### src/rtl/fetch_stage_pkg.sv
// Shared constants and helpers for the fetch stage: reset PC, instruction
// memory window, NOP encoding and the D-register update selector.
package fetch_stage_pkg;

    localparam logic [31:0] PC_RESET_DEF = 32'h0000_3000;
    localparam logic [31:0] IM_BASE_DEF  = 32'h0000_3000;
    localparam int          IM_WORDS_DEF = 4096;
    localparam logic [31:0] NOP_INSTR    = 32'h0000_0000;

    typedef enum logic [1:0] {
        D_LOAD   = 2'd0,
        D_HOLD   = 2'd1,
        D_BUBBLE = 2'd2
    } d_action_e;

    // The limit is 33 bits wide so that a window ending at 4 GiB does not wrap.
    function automatic logic addr_illegal(input logic [31:0] pc,
                                          input logic [31:0] base,
                                          input logic [32:0] limit);
        addr_illegal = (pc[1:0] != 2'b00) || (pc < base) || ({1'b0, pc} >= limit);
    endfunction

endpackage

### src/rtl/fetch_stage_if.sv
// Fetch-stage signal bundle: NPC/hazard/IM inputs and the D-register outputs.
interface fetch_stage_if;

    logic [31:0] NPC;
    logic        stall;
    logic        D_clr;
    logic [31:0] F_instr;
    logic [31:0] F_PC;
    logic [31:0] D_PC;
    logic [31:0] D_instr;
    logic        D_valid;
    logic        D_err;
    logic [31:0] fetch_cnt;

    modport master (
        output NPC, stall, D_clr, F_instr,
        input  F_PC, D_PC, D_instr, D_valid, D_err, fetch_cnt
    );

    modport slave (
        input  NPC, stall, D_clr, F_instr,
        output F_PC, D_PC, D_instr, D_valid, D_err, fetch_cnt
    );

endinterface

### src/rtl/fetch_stage_pc_reg.sv
// Program counter register with synchronous reset and load enable.
module pc_reg #(
    parameter logic [31:0] RESET_VAL = 32'h0000_3000
) (
    input  logic        clk,
    input  logic        reset,
    input  logic        en,
    input  logic [31:0] d,
    output logic [31:0] q
);

    logic [31:0] q_r;

    // PC state: reset wins, otherwise load when enabled.
    always_ff @(posedge clk) begin
        if (reset) begin
            q_r <= RESET_VAL;
        end else if (en) begin
            q_r <= d;
        end else begin
            q_r <= q_r;
        end
    end

    assign q = q_r;

endmodule

### src/rtl/fetch_stage.sv
// Instruction fetch stage: PC register plus the F/D pipeline register with
// stall/bubble control, illegal-address flagging and an accepted-fetch counter.
module fetch_stage
    import fetch_stage_pkg::*;
#(
    parameter logic [31:0] PC_RESET = PC_RESET_DEF,
    parameter logic [31:0] IM_BASE  = IM_BASE_DEF,
    parameter int          IM_WORDS = IM_WORDS_DEF
) (
    input  logic         clk,
    input  logic         reset,
    fetch_stage_if.slave fif
);

    localparam logic [32:0] IM_LIMIT = {1'b0, IM_BASE} + 33'(4 * IM_WORDS);

    logic [31:0] f_pc_s;
    logic        f_err_s;
    logic        pc_en_s;
    d_action_e   d_act_s;

    logic [31:0] d_pc_r;
    logic [31:0] d_instr_r;
    logic        d_valid_r;
    logic        d_err_r;
    logic [31:0] fetch_cnt_r;

    assign pc_en_s = ~fif.stall;

    pc_reg #(
        .RESET_VAL (PC_RESET)
    ) u_pc_reg (
        .clk   (clk),
        .reset (reset),
        .en    (pc_en_s),
        .d     (fif.NPC),
        .q     (f_pc_s)
    );

    assign f_err_s = addr_illegal(f_pc_s, IM_BASE, IM_LIMIT);

    // D-register action select; a bubble overrides a stall so the frozen instruction is dropped.
    always_comb begin
        d_act_s = D_HOLD;
        if (fif.D_clr) begin
            d_act_s = D_BUBBLE;
        end else if (fif.stall) begin
            d_act_s = D_HOLD;
        end else begin
            d_act_s = D_LOAD;
        end
    end

    // D pipeline register and accepted-fetch counter.
    always_ff @(posedge clk) begin
        if (reset) begin
            d_pc_r      <= PC_RESET;
            d_instr_r   <= NOP_INSTR;
            d_valid_r   <= 1'b0;
            d_err_r     <= 1'b0;
            fetch_cnt_r <= 32'd0;
        end else begin
            case (d_act_s)
                D_LOAD: begin
                    d_pc_r      <= f_pc_s;
                    d_instr_r   <= f_err_s ? NOP_INSTR : fif.F_instr;
                    d_valid_r   <= 1'b1;
                    d_err_r     <= f_err_s;
                    fetch_cnt_r <= fetch_cnt_r + 32'd1;
                end
                D_BUBBLE: begin
                    // Keep the PC so a downstream exception still reports a sensible address.
                    d_pc_r      <= f_pc_s;
                    d_instr_r   <= NOP_INSTR;
                    d_valid_r   <= 1'b0;
                    d_err_r     <= 1'b0;
                    fetch_cnt_r <= fetch_cnt_r;
                end
                default: begin
                    d_pc_r      <= d_pc_r;
                    d_instr_r   <= d_instr_r;
                    d_valid_r   <= d_valid_r;
                    d_err_r     <= d_err_r;
                    fetch_cnt_r <= fetch_cnt_r;
                end
            endcase
        end
    end

    assign fif.F_PC      = f_pc_s;
    assign fif.D_PC      = d_pc_r;
    assign fif.D_instr   = d_instr_r;
    assign fif.D_valid   = d_valid_r;
    assign fif.D_err     = d_err_r;
    assign fif.fetch_cnt = fetch_cnt_r;

endmodule
### src/flat_wrapper.sv
// flat-port wrapper written by rule: the top's interface ports become plain ports
module fetch_stage_flat import fetch_stage_pkg::*;
#(
    parameter logic [31:0] PC_RESET = PC_RESET_DEF,
    parameter logic [31:0] IM_BASE  = IM_BASE_DEF,
    parameter int          IM_WORDS = IM_WORDS_DEF
)
  (clk, reset, fif_NPC, fif_stall, fif_D_clr, fif_F_instr, fif_F_PC, fif_D_PC, fif_D_instr, fif_D_valid, fif_D_err, fif_fetch_cnt);
  fetch_stage_if fif_i ();
  input  logic clk;
  input  logic reset;
  input wire logic [$bits(fif_i.NPC)-1:0] fif_NPC;
  input wire logic [$bits(fif_i.stall)-1:0] fif_stall;
  input wire logic [$bits(fif_i.D_clr)-1:0] fif_D_clr;
  input wire logic [$bits(fif_i.F_instr)-1:0] fif_F_instr;
  output wire logic [$bits(fif_i.F_PC)-1:0] fif_F_PC;
  output wire logic [$bits(fif_i.D_PC)-1:0] fif_D_PC;
  output wire logic [$bits(fif_i.D_instr)-1:0] fif_D_instr;
  output wire logic [$bits(fif_i.D_valid)-1:0] fif_D_valid;
  output wire logic [$bits(fif_i.D_err)-1:0] fif_D_err;
  output wire logic [$bits(fif_i.fetch_cnt)-1:0] fif_fetch_cnt;
  assign fif_i.NPC = fif_NPC;
  assign fif_i.stall = fif_stall;
  assign fif_i.D_clr = fif_D_clr;
  assign fif_i.F_instr = fif_F_instr;
  assign fif_F_PC = fif_i.F_PC;
  assign fif_D_PC = fif_i.D_PC;
  assign fif_D_instr = fif_i.D_instr;
  assign fif_D_valid = fif_i.D_valid;
  assign fif_D_err = fif_i.D_err;
  assign fif_fetch_cnt = fif_i.fetch_cnt;
  fetch_stage #(.PC_RESET(PC_RESET), .IM_BASE(IM_BASE), .IM_WORDS(IM_WORDS)) u_core (.clk(clk), .reset(reset), .fif(fif_i));
endmodule
### config.mk
export PLATFORM = sky130hd
export DESIGN_NAME = fetch_stage_flat
export DESIGN_NICKNAME = d
export VERILOG_FILES = /design/src/rtl/fetch_stage_pkg.sv /design/src/rtl/fetch_stage_if.sv /design/src/rtl/fetch_stage_pc_reg.sv /design/src/rtl/fetch_stage.sv /design/src/flat_wrapper.sv
export SDC_FILE = /design/constraint.sdc
export NUM_CORES = 1
export LEC_CHECK = 0
export BUFFER_PORTS_ARGS = -buffer_cell sky130_fd_sc_hd__buf_2
export CAP_MARGIN = 0
export CELL_PAD_IN_SITES_DETAIL_PLACEMENT = 2
export CELL_PAD_IN_SITES_GLOBAL_PLACEMENT = 2
export CORE_ASPECT_RATIO = 1.75
export CORE_MARGIN = 3
export CORE_UTILIZATION = 25
export CTS_CLUSTER_DIAMETER = 60
export CTS_CLUSTER_SIZE = 12
export DETAILED_ROUTE_END_ITERATION = 10
export PLACE_DENSITY = 0.81
export SYNTH_ARGS = -nofsm -noshare
export SYNTH_HDL_FRONTEND = slang
export SYNTH_SLANG_ARGS = --single-unit
export TNS_END_PERCENT = 1
### constraint.sdc
create_clock -name clk -period 1.7 [get_ports clk]
set_input_delay 0.17 -clock clk [delete_from_list [all_inputs] [get_ports clk]]
set_output_delay 0.17 -clock clk [all_outputs]
set_load 0.01 [all_outputs]
==> results of run 1 <==
power by group:
| group | switching (uW) | internal [uW] |
|---|---|---|
| Clock | 1390 | 2600 |
| Sequential | 60.5 | 3120 |
| Combinational | 415 | 326 |
| Total | 1860 | 6050 |
timing repair:
item                       CTS  global route
setup endpoints to repair   49            51
pin swaps                   43             3
setup buffers                4             0
hold endpoints to repair    23             0
hold buffers                23             0
cloned                       1             0
resized for setup           18             8
layer usage:
metal,vias up,GRT usage,part of all wire
li1,2699,-,-
met3,40,0.0563,0.051
met5,-,0,0
met4,0,0.0849,0.033
met2,159,0.391,0.58
met1,2791,0.186,0.34
placed cells by master (no fill, tap or decap), types with 3 or more instances in the layout:
cell	count
dfxtp_2	11
or4_4	5
o21ai_0	6
a21oi_2	5
and4_1	3
nor2_1	44
dfxtp_4	8
buf_12	5
mux2i_1	30
or4_1	42
clkbuf_8	3
clkbuf_16	19
a21oi_1	77
nand2_1	108
nand4_1	11
nor2b_1	5
nand3_2	3
bufinv_16	3
nor3_1	3
xor2_1	10
buf_2	195
dfxtp_1	111
nand3_1	7
inv_1	36
buf_4	88
o31ai_1	13
clkbuf_1	3
and3_1	4
or3_1	3
dlygate4sd3_1	23
area by class of cell:
cell class                 instances  area, um^2  area share
clock inverter                     7         116      0.0142
inverter                          36         135      0.0165
clock buffer                      25         528      0.0646
antenna                            2        5.00    0.000612
multi-input combinational        410        2470       0.302
tap                              248         310      0.0379
timing repair buffer             311        1970       0.241
sequential                       130        2650       0.324
final timing paths:
| kind | to | slack (ns) | startpoint | cells past startpoint |
|---|---|---|---|---|
| worst max-delay path | u_core.fif.fetch_cnt[25] | -0.14 | u_core.fif.fetch_cnt[7] | 4 |
| worst min-delay path | u_core.u_pc_reg.q[24] | 0.03 | fif_NPC[24] | 3 |
| worst max register to register | u_core.fif.fetch_cnt[25] | -0.14 | u_core.fif.fetch_cnt[7] | 4 |
| worst min register to register | u_core.fif.D_PC[9] | 0.45 | u_core.fif.D_PC[9] | 2 |
cells in the mapped netlist:
master / count
nand3_1: 9
nand3b_1: 2
and4_1: 4
buf_4: 1
or2_2: 1
nor2b_1: 6
buf_2: 4
ha_1: 1
mux2i_1: 30
clkbuf_1: 34
xnor2_1: 1
nor3b_2: 1
xor2_1: 10
mux2_2: 2
or4_4: 1
o21ai_0: 6
nand3_2: 1
and2_0: 1
o31ai_1: 13
and4bb_4: 1
or3_1: 5
nand4_4: 1
nand4_1: 11
nor3_1: 5
dfxtp_1: 130
and3b_1: 1
nor4bb_1: 1
a211o_1: 2
a21boi_0: 1
or4_1: 45
nor4_1: 4
o211ai_1: 1
nand2_1: 109
nor2_1: 44
inv_1: 36
and3_1: 5
buf_1: 4
and2_1: 1
a21oi_1: 82
nand2b_1: 1
sequential cells by signal (all words and copies together) (netlist names):
signal,flops
u_core.fif.D_PC,32
u_core.fif.D_instr,32
u_core.fif.fetch_cnt,32
u_core.u_pc_reg.q,32
u_core.fif.D_err,1
u_core.fif.D_valid,1
through the flow:
step / hold slack, ns / setup TNS [ns] / power [uW] / setup WS, ns / utilization
6_report: 0.0276 / -2.05 / 7910 / -0.144 / 0.400
5_1_grt: 0.00786 / -4.85 / 8230 / -0.208 / 0.400
4_1_cts: 0.00272 / -2.23 / 8040 / -0.131 / 0.398
3_5_place_dp: 0.411 / -2.35 / 3940 / -0.104 / 0.350
2_1_floorplan: 0.314 / -0.0491 / 3550 / -0.0233 / -
3_3_place_gp: 0.397 / -1.96 / 3910 / -0.0843 / 0.350
cell families after synthesis:
group / count (synthesis)
AND/OR/NAND/NOR: 260
flip-flops: 130
AO/OA/AOI/OAI: 105
buffers and inverters: 79
multiplexers: 32
XOR/XNOR: 11
adder cells (fa/ha/maj): 1
worst reg2reg max path, cell delays in order (launching register included):
cell	delay, ns
dfxtp_4	0.36
nand3_2	0.13
or4_4	0.65
or4_4	0.52
a21oi_2	0.13
==> qor.txt, run 1 <==
Status: complete, but fails checks
Failing checks: negative setup slack
Total CTS buffers: 17
I/O Buffers: 197
Worst min path class: primary input to flop
Skew-Pair Late Insertion Delay: 0.42 ns
Synth Area in Compound Gates: 0.109
Max Slew Vio Count: 0
Routed via count: 5689
Clk_skew: 0.0129 ns
Clock sink count: 130
Drt pass-1 iters: 4
XOR/XNOR share of the synthesized area: 0.0183
Fillers: 2327
Vias per cell: 4.87
Slowest CP cell: or4_4
IR drop worst, VDD: 0.000509 V
Final setup vio count: 41
DIE AREA: 22800 um^2
H-tree level count: 4
Placement Cell Area: 7160 um^2
I/O Pins: 198
WS Path Type: flop to flop
Tmin final: 1.84 ns
Fin worst setup slack: -0.144 ns
Root Driver: clkbuf_16
Share of cells above drive strength 1: 0.399
Post-Synth Simple-Gate Area: 0.255
Fmax: 542 MHz
Mapped Cells: 618
Fin cells: 1169
DPL Wire Length: 15600 um
Largest net degree at the start of global routing: 91
Flops & latches, synth: 130
CTS Buffer Depth: 2
Worst setup EP type: flop
Placed cells: 1107
Mux share of post-synthesis cell area: 0.0615
Mapped Area: 5250 um^2
RSZ-0062 raised after global routing: true
Total GRT Usage: 0.200
Max-capacitance violation count: 0
Vias in the first global route: 6519
Worst EP required: 2.06 ns
Die height: 198 um
CP arrival: 2.20 ns
DRC: 0
Post-synth top area cell: dfxtp_1
Ranking of synthesized cells by area: dfxtp_1 (50%), a21oi_1 (7.8%), nand2_1 (7.8%)
Post-synth top area share: 0.496
Rows: 69
Final ANT Viol Nets: 0
Final WL: 22500 um
Initial antenna violation count: 1
CP top delay family: simple AND/OR/NAND/NOR gates
Synth Area in Adders: 0.00238
Crit-path cells: nand3_2 -> or4_4 -> or4_4 -> a21oi_2
Most used cell, CP: or4_4
Global placer's final weighted congestion: 0.799
Gr ovfl total: 0
Nets@finish: 975
Sequential share of the synthesized area: 0.496
Largest family of logic cells by synthesized area: simple AND/OR/NAND/NOR gates
Synthesized net count: 687
Ys Warns: 0
First-pass GRT wire length: 35200 um
Starting Density: 0.257
Slew headroom: 0.727
CP peak stage delay: 0.65 ns
Worst Path Buf+Inv: 0
CP max FO: 7
Fin crit share: 1.08
Area growth syn-to-layout: 55.7%
Startpoint types: flop
Final hold vios: 0
Die Width: 116 um
Pwr Density: 967 nW/um^2
Drt wl/cell: 19.3 um
Iteration-0 DRC Markers: 174
Clock transition at the registers of the reported paths: 0.06 ns
CTS tree: built
Final instance area: 8180 um^2
Mean Syn Cell Area: 8.50 um^2
Library cells used by synthesis: 40
Slew of the pin with the lowest slew margin: 0.410 ns
LEAKAGE: 0.00375 uW
Core area: 20500 um^2
Power figures use the tool's default switching activity.
==> inputs of run 2 (changes only) <==
Settings changed: CORE_UTILIZATION 25 to 27, PLACE_DENSITY 0.81 to 0.83.
Clock period 1.7 ns to 2.06 ns, I/O delays scaled along.
==> run 2 against run 1 <==
Net effect: the flow now finishes without violations; clock-buffer cell count down 5; cell area down 11%; via count down 7.0%; largest cell class unchanged; clock power down 21%; worst hold slack worse by 0.0049 ns; worst setup slack better by 0.26 ns; combinational power down 32%; non-clock buffer count down 87; sequential share of layout area up 3.4 points.
==> qor.txt, run 2 (synthesized netlist as in run 1, its figures left out) <==
Gr ovfl total: 0
LEAKAGE: 0.00327 uW
Nets@finish: 887
Slew of the pin with the lowest slew margin: 0.739 ns
H-tree level count: 4
Most common cell after layout, fill and taps aside: buf_2
Most frequent cells in the layout: buf_2 (196), dfxtp_1 (130), nand2_1 (109), a21oi_1 (82), or4_1 (45)
CP arrival: 2.29 ns
Clock sink count: 130
Total CTS buffers: 17
First-pass GRT wire length: 32000 um
Worst EP required: 2.40 ns
Worst setup EP type: flop
WS Path Type: flop to flop
I/O Buffers: 197
Clock transition at the registers of the reported paths: 0.06 ns
CP max FO: 15
DRC: 0
Iteration-0 DRC Markers: 198
Vias per cell: 4.94
Startpoint types: flop
Final core utilization: 0.387
Crit. Startpoint: u_core.fif.fetch_cnt[0]
Fmax: 513 MHz
Drt wl/cell: 18.6 um
Largest net degree at the start of global routing: 99
Total GRT Usage: 0.192
RSZ-0062 raised after global routing: false
I/O Pins: 198
Pwr Density: 868 nW/um^2
Worst min path class: primary input to flop
Max Slew Vio Count: 0
CTS tree: built
Tmin final: 1.95 ns
Routed via count: 5291
Clk_skew: 0.00922 ns
Global placer's final weighted congestion: 0.769
Hold Startpoint: fif_NPC[2]
Share of cells above drive strength 1: 0.310
Core area: 18800 um^2
Die Width: 111 um
Initial antenna violation count: 1
Setup Total Neg Slack: 0 ns
Max-capacitance violation count: 0
DPL Wire Length: 14000 um
CTS Buffer Depth: 2
Skew-Pair Late Insertion Delay: 0.42 ns
R2r startpoint: u_core.fif.fetch_cnt[0]
Drt pass-1 iters: 4
DIE AREA: 21200 um^2
Final WL: 19900 um
Final ANT Viol Nets: 0
Slew headroom: 0.507
Area growth syn-to-layout: 38.6%
Root Driver: clkbuf_16
Status: finished, final reports clean
Final setup vio count: 0
Die height: 190 um
Footprint of the multi-input gates: 2360 um^2
Fillers: 2192
Final hold vios: 0
Fin crit share: 0.946
Rows: 66
Starting Density: 0.279
Postcts setup bufs: 0
Vias in the first global route: 5767
IR drop worst, VDD: 0.000460 V
FF/Latch Area: 2600 um^2
## run 2: cell types whose count changed in the layout (fill, tap and decap cells not counted), moves of 3 or more
cell / previous run / this run
buf_4: 88 / 16
dfxtp_1: 111 / 130
dlygate4sd3_1: 23 / 8
dfxtp_2: 11 / 0
dfxtp_4: 8 / 0
a21oi_1: 77 / 82
a21oi_2: 5 / 0
clkinvlp_4: 1 / 5
or4_4: 5 / 1
clkbuf_1: 3 / 0
or4_1: 42 / 45
## run 2: what timing repair did
action / in CTS / in global routing
endpoints found under the setup margin: 0 / 13
hold buffers: 8 / 0
resized for setup: 0 / 2
hold endpoints to repair: 8 / 0
## run 2: worst paths after layout
path         slack (ns)                  endpoint  depth (start not counted)
min                0.02      u_core.u_pc_reg.q[2]                          3
min reg2reg        0.45       u_core.fif.D_PC[19]                          2
max reg2reg        0.11  u_core.fif.fetch_cnt[20]                          5
max                0.11  u_core.fif.fetch_cnt[20]                          5
## run 2: critical path, cell delays in order, from the launching register on
cell and delay, ns:
dfxtp_1 0.40, ha_1 0.22, and4bb_4 0.30, nand4_4 0.22, or4_1 0.57, a21oi_1 0.16
## run 2: per-stage QoR
step | setup WS, ns | instance area [um^2] | total power, uW | hold WS (ns) | instances
2_1_floorplan | 0.171 | 5250 | 2940 | 0.350 | 618
3_3_place_gp | 0.148 | 6560 | 3180 | 0.435 | 1029
3_5_place_dp | 0.104 | 6560 | 3190 | 0.447 | 1029
4_1_cts | 0.0934 | 7260 | 6410 | 0.000345 | 1069
5_1_grt | 0.00892 | 7280 | 6610 | 0.0199 | 1070
6_report | 0.112 | 7280 | 6320 | 0.0228 | 1070
## run 2: cell type report
| type | instances | share of cell area |
|---|---|---|
| clock buffers | 20 | 0.0641 |
| flip-flops and latches | 130 | 0.358 |
| repair buffers | 224 | 0.173 |
| inverters | 36 | 0.0186 |
| clock inverters | 12 | 0.0213 |
| well taps | 238 | 0.0409 |
| multi-input cells | 409 | 0.324 |
| diodes | 1 | 0.000344 |
## run 2: where the power goes
group          switching [uW]  leakage, uW  internal [uW]
combinational             301      0.00192            203
sequential               57.1      0.00106           2580
clock                    1170     0.000291           2000
## run 2: routing by layer
metal  global-route usage  routed length, um  vias up
met2                0.378              11400      144
met1                0.189               7070     2586
met3               0.0476                872       31
li1                     -                  -     2530
met5                    0                  0        -
met4               0.0782                575        0
